### config.mk
export PLATFORM = sky130hd
export DESIGN_NAME = fetch_stage
export DESIGN_NICKNAME = d
export VERILOG_FILES = /design/src/rtl/fetch_stage.sv
export SDC_FILE = /design/constraint.sdc
export NUM_CORES = 1
export LEC_CHECK = 0
export ABC_AREA = 1
export CAP_MARGIN = 20
export CORE_AREA = 3 3 113 115
export DETAILED_ROUTE_END_ITERATION = 7
export DIE_AREA = 0 0 116 118
export GPL_TIMING_DRIVEN = 0
export PLACE_DENSITY = 0.85
export SYNTH_ARGS = -nofsm -noshare
export SYNTH_HDL_FRONTEND = slang
export SYNTH_SLANG_ARGS = --single-unit
### constraint.sdc
create_clock -name clk -period 2.3 [get_ports clk]
set_input_delay 0.46 -clock clk [delete_from_list [all_inputs] [get_ports clk]]
set_output_delay 0.46 -clock clk [all_outputs]
set_load 0.03 [all_outputs]
### src/rtl/fetch_stage.sv
// Instruction-fetch stage with IF/ID pipeline register for the 5-stage ARM core.
// Owns the PC, freezes on hazards, flushes on taken branches, counts stalls/flushes.
module fetch_stage #(
    parameter int                ADDR_W   = 32,
    parameter int                INSTR_W  = 32,
    parameter int                PC_STEP  = 4,
    parameter logic [ADDR_W-1:0] RESET_PC = '0,
    parameter int                CNT_W    = 16
) (
    input  logic               clk,
    input  logic               rst,
    input  logic               freeze,
    input  logic               branch_taken,
    input  logic [ADDR_W-1:0]  branch_addr,
    output logic [ADDR_W-1:0]  imem_addr,
    input  logic [INSTR_W-1:0] imem_data,
    output logic [ADDR_W-1:0]  if_id_pc,
    output logic [INSTR_W-1:0] if_id_instr,
    output logic               if_id_valid,
    output logic [CNT_W-1:0]   stall_cnt,
    output logic [CNT_W-1:0]   flush_cnt
);

    logic [ADDR_W-1:0]  pc_q, pc_d, pcPlus;
    logic [ADDR_W-1:0]  ifIdPc_q, ifIdPc_d;
    logic [INSTR_W-1:0] ifIdInstr_q, ifIdInstr_d;
    logic               ifIdValid_q, ifIdValid_d;
    logic [CNT_W-1:0]   stallCnt_q, stallCnt_d;
    logic [CNT_W-1:0]   flushCnt_q, flushCnt_d;

    // Branch beats freeze; counters saturate at all-ones instead of wrapping.
    always_comb begin
        pcPlus      = pc_q + ADDR_W'(PC_STEP);
        pc_d        = pc_q;
        ifIdPc_d    = ifIdPc_q;
        ifIdInstr_d = ifIdInstr_q;
        ifIdValid_d = ifIdValid_q;
        stallCnt_d  = stallCnt_q;
        flushCnt_d  = flushCnt_q;
        if (branch_taken) begin
            pc_d        = branch_addr & ~ADDR_W'(3);
            ifIdPc_d    = '0;
            ifIdInstr_d = '0;
            ifIdValid_d = 1'b0;
            if (flushCnt_q != {CNT_W{1'b1}}) begin
                flushCnt_d = flushCnt_q + CNT_W'(1);
            end
        end else if (freeze) begin
            if (stallCnt_q != {CNT_W{1'b1}}) begin
                stallCnt_d = stallCnt_q + CNT_W'(1);
            end
        end else begin
            pc_d        = pcPlus;
            ifIdPc_d    = pcPlus;
            ifIdInstr_d = imem_data;
            ifIdValid_d = 1'b1;
        end
    end

    always_ff @(posedge clk) begin
        if (rst) begin
            pc_q        <= RESET_PC;
            ifIdPc_q    <= '0;
            ifIdInstr_q <= '0;
            ifIdValid_q <= 1'b0;
            stallCnt_q  <= '0;
            flushCnt_q  <= '0;
        end else begin
            pc_q        <= pc_d;
            ifIdPc_q    <= ifIdPc_d;
            ifIdInstr_q <= ifIdInstr_d;
            ifIdValid_q <= ifIdValid_d;
            stallCnt_q  <= stallCnt_d;
            flushCnt_q  <= flushCnt_d;
        end
    end

    assign imem_addr   = pc_q;
    assign if_id_pc    = ifIdPc_q;
    assign if_id_instr = ifIdInstr_q;
    assign if_id_valid = ifIdValid_q;
    assign stall_cnt   = stallCnt_q;
    assign flush_cnt   = flushCnt_q;

endmodule

; ---- Word-level counts from Yosys, hierarchy flattened
; Index checks and enable logic that the tools add are counted.
[word_totals]
latchBits = 0
mem_bits_ro = 0
ff_bits = 129
wordCells = 19
n_memories = 0
ramBits = 0
out_inout_bits = 129
[op_classes]
n_addsub = 3
n_mul = 0
div_mod_pow = 0
reduce_logical = 3
shift = 0
n_mux = 2
bitwise = 1
magnitude_cmp = 0
eq_ne = 3
[op_table]
columns = op, count
row1 = 32-bit two-way mux, 2
row2 = "16-bit by 1-bit adder with 16-bit output, second input constant", 2
row3 = "32-bit by 3-bit adder with 32-bit output, second input constant", 1
row4 = "16-bit != test, second input constant", 2
row5 = 3-bit AND reduction, 1
row6 = "2-bit by 1-bit != test with 1-bit output, second input constant", 1
row7 = 2-bit AND reduction, 1
row8 = 2-bit OR reduction, 1
row9 = 1-bit inverter, 1

; ---- Longest topological paths before layout
[depth]
depth_word = 3
mapped_depth = 9
ltp_nobuf = 9

; ---- Worst setup path after synthesis
; No wires, ideal clock.
[synth_path]
path_type = reg2reg
from = reg stallCnt_q[0], in the netlist stall_cnt[0]
to = reg stallCnt_q[0], in the netlist stall_cnt[0]
setup_ns = 0.116
n_path_buf = 1
synth_period_minus_slack_ns = 1.808
path_slack_ns = 0.492
t_arrival_ns = 1.692
required_time_ns = 2.184
path_stages_with_launch = 10
path_cell_list = dfxtp_1 > ha_1 > nand3_2 > inv_1 > nand2_2 > nor2_1 > nor2_4 > buf_6 > nor2_1 > nor2_1
[synth_via]
elab_chain_cells = 2
word_cells_on_any_way = 3
[synth_rtl]
columns = item, line_no
row1 = from (decl), 28  ; logic [CNT_W-1:0] stallCnt_q, stallCnt_d;
row2 = from (signal assigned), 73  ; stallCnt_q <= stallCnt_d;
row3 = "parallel branches: the longest is 2 deep, another holds 16-bit by 1-bit adder with 16-bit output", --
; Parallel ways; which one is timed is not known.
; A chain may end at the register's enable or synchronous reset.

; ---- Worst setup path in the final report
[layout_path]
from = in branch_taken
to = reg ifIdPc_q[15], in the netlist if_id_pc[15]
[layout_via]
elab_chain_cells = 1
[layout_rtl]
columns = item, line_no
row1 = from (decl), 13  ; input logic branch_taken,
row2 = 2-bit OR reduction (no source line), --
row3 = to (signal assigned), 70  ; ifIdPc_q <= ifIdPc_d;
row4 = to (decl), 25  ; logic [ADDR_W-1:0] ifIdPc_q, ifIdPc_d;
; Every way passes these cells.

==> results_dict.tcl <==
set metrics [dict create \
    antenna_cells 0 \
    wl_met2_um 8870 \
    initial_core_util_pct 49.5 \
    drv_slew 0 \
    worst-path-buf-inv 3 \
    fin_area_sq_um 8660 \
    syn_avg_cell_area_sq_um 6.99 \
    power_uw 5970 \
    nets 1127 \
    timing.fmax_ghz 0.462 \
    p_sw_share_pct 24.3 \
    slew_headroom_pct 59.5 \
    route.met3.wl_um 1920 \
    clockBufferDepth 2 \
    ioPinCount 197 \
    critPathTopFamily "buffers and inverters" \
    finalClockSkew_ns 0.0120 \
    antenna_found_initial 0 \
    hold_path_startpoint "if_id_pc[3]" \
    synth_cell_types 32 \
    place_area_sq_um 8000 \
    cts-resized-gates 0 \
    clk_latency_ns 0.42 \
    cts_tree "done" \
    vias 6447 \
    fin_crit_sh_pct 94.2 \
    ys.flop_type "dfxtp_1" \
    gr-total-overflow 0 \
    yosys.area.top_type "dfxtp_1" \
    synth_top_area_share_pct 42.4 \
    drt_iter0_drc 581 \
    dr.pass1.iters 6 \
    cp.depth 7 \
    core_area_sq_um 11900 \
    finalSetupViolCount 0 \
    cts_root_buf "clkbuf_16" \
    grt_start_max_net_pins 17 \
    die_y_um 118 \
    synth-edff-count 0 \
    power_frac_comb_pct 11.2 \
    cts_buffers 17 \
    cts_setup_buffers 0 \
    holdCritPathClass "flip-flop to flip-flop" \
    rsz0062_at_grt "no" \
    period_minus_slack_ns 2.17 \
    p_clk_share_pct 50.1 \
    final.setup.worst_slack_ns 0.135 \
    sequentialPowerShare_pct 38.7 \
    r2r_cells 8 \
    status "completed" \
    arrival_ns 2.52 \
    end_kind "flip-flop" \
    htree_levels 4 \
    crit_slowest_cell "clkdlybuf4s50_1" \
    internal_power_uw 4520 \
    die-area_sq_um 13700 \
    synth_common_cells "nand2_1, dfxtp_1, nor2_1" \
    worstSetupPathType "input pin to flip-flop" \
    grt_pass1_vias 5914 \
    drc_errors 0 \
    finish.utilization_pct 72.7 \
    maxCapViolations 0 \
    p_per_area_nw_per_um2 689 \
    place_congestion 0.932 \
    startpoint "branch_taken" \
    drt-met1-wl_um 7690 \
    syn_inst 844 \
    rows 40 \
    place_ws_ns -0.235 \
    grt_first_pass_wirelength_um 30000 \
    routed_wl_um 19000 \
    hold_viol_final 0 \
    dp_hpwl_um 14100 \
    worst_pin_slew_ns 0.608 \
    crit_required_ns 2.66 \
    die_w_um 116 \
    ys_seq_area_share_pct 42.4 \
    power.leakage_uw 0.00348 \
    yosysMostFrequentCell "nand2_1" \
    worst-path-max-fanout 10 \
    vdd.ir_drop.worst_v 0.000484 \
    io_buffers 190 \
    r2r-start "imem_addr[3]" \
    vias_per_cell 5.30 \
    netlist_area_sq_um 5900 \
    p_sw_uw 1450 \
    crit_path_max_incr_delay_ns 0.59 \
    cts_sinks 125 \
    drive_above_1_share_pct 7.67 \
    synthArstFlopShare_pct 0 \
    yosys_register_bits 125 \
    yosysWarnings 0 \
    hold_depth 2 \
    crit_chain "clkdlybuf4s50_1, nor2_1, inv_1, nor2_4, buf_2, o211ai_1, nand2_1" \
    startpoint_type "input pin" \
    path_clk_slew_ns 0.05 \
    dr.max_layer_used "met4" \
    routedWlPerCell_um 15.7 \
    track_usage_pct 27.6 \
    synth.area.top_cells "dfxtp_1, nand2_1, nand3_1" \
    syn_to_final_growth_pct 46.8 \
    ant_nets 0 \
    cts_hold_buf 0 \
]
## worst paths after layout
| kind | to | slack (ns) |
|---|---|---|
| hold reg to reg | if_id_pc[3] | 0.45 |
| setup reg to reg | if_id_pc[18] | 0.35 |
| hold / removal | if_id_pc[3] | 0.45 |
| setup / recovery | if_id_pc[15] | 0.13 |
## logic make-up after synthesis
group / count (synthesis) / share of synthesized area [%]
xor gates and xnor gates: 14 / 2.08
AOI/OAI and AO/OA: 109 / 12.4
and+or+nand+nor: 499 / 35.3
DFF: 125 / 42.4
buffers and inverters: 93 / 7.12
other: 1 / 0.0636
adders and majority gates: 3 / 0.636
## layout make-up
class / instances / area, sq um
Timing Repair Buffer: 190 / 1900
Inverter: 63 / 236
Sequential cell: 125 / 2500
Buffer: 30 / 184
Clock buffer: 19 / 453
Multi-Input combinational cell: 629 / 2990
Fill cell: 933 / 3250
Clock inverter: 13 / 211
Tap cell: 147 / 184
## power by group through the flow
stage / Clock [uW] / Combinational [uW] / Sequential (uW)
after floorplan: 0 / 202 / 2480
after global placement: 0 / 654 / 2350
after detailed placement: 0 / 658 / 2350
after CTS: 3010 / 666 / 2310
after global routing: 3090 / 712 / 2320
final: 2990 / 667 / 2310
## stage by stage
stage                     hold WS [ns]  setup TNS, ns  cells
after floorplan                  0.571              0    847
after global placement           0.431          -9.57   1184
after detailed placement         0.440          -9.23   1184
after CTS                        0.451              0   1216
after global routing             0.463              0   1216
final                            0.447              0   1216
## registers in the layout, summed over array words and instances (netlist names)
name	count
if_id_instr	32
if_id_valid	1
imem_addr	30
if_id_pc	30
stall_cnt	16
flush_cnt	16
## routing by layer
metal / GRT usage (%) / up-vias
li1: - / 3167
met1: 34.6 / 2913
met2: 44.8 / 324
met3: 7.10 / 43
met4: 11.3 / 0
met5: 0 / -
## tightest hold or removal path, delay by kind of cell, from the launching register on
kind	cells	cell delay, ns
flops	1	0.31
simple gates	2	0.10
## cells in the final DEF (no fill, tap or decap), types with 17 or more instances in the layout
master / count
nand2_1: 322
o21ai_0: 28
clkbuf_16: 17
clkdlybuf4s50_1: 190
dfxtp_1: 125
a22o_1: 30
nand3_1: 63
a21oi_1: 31
inv_1: 58
nor2_1: 77
Power figures use the tool's default switching activity.
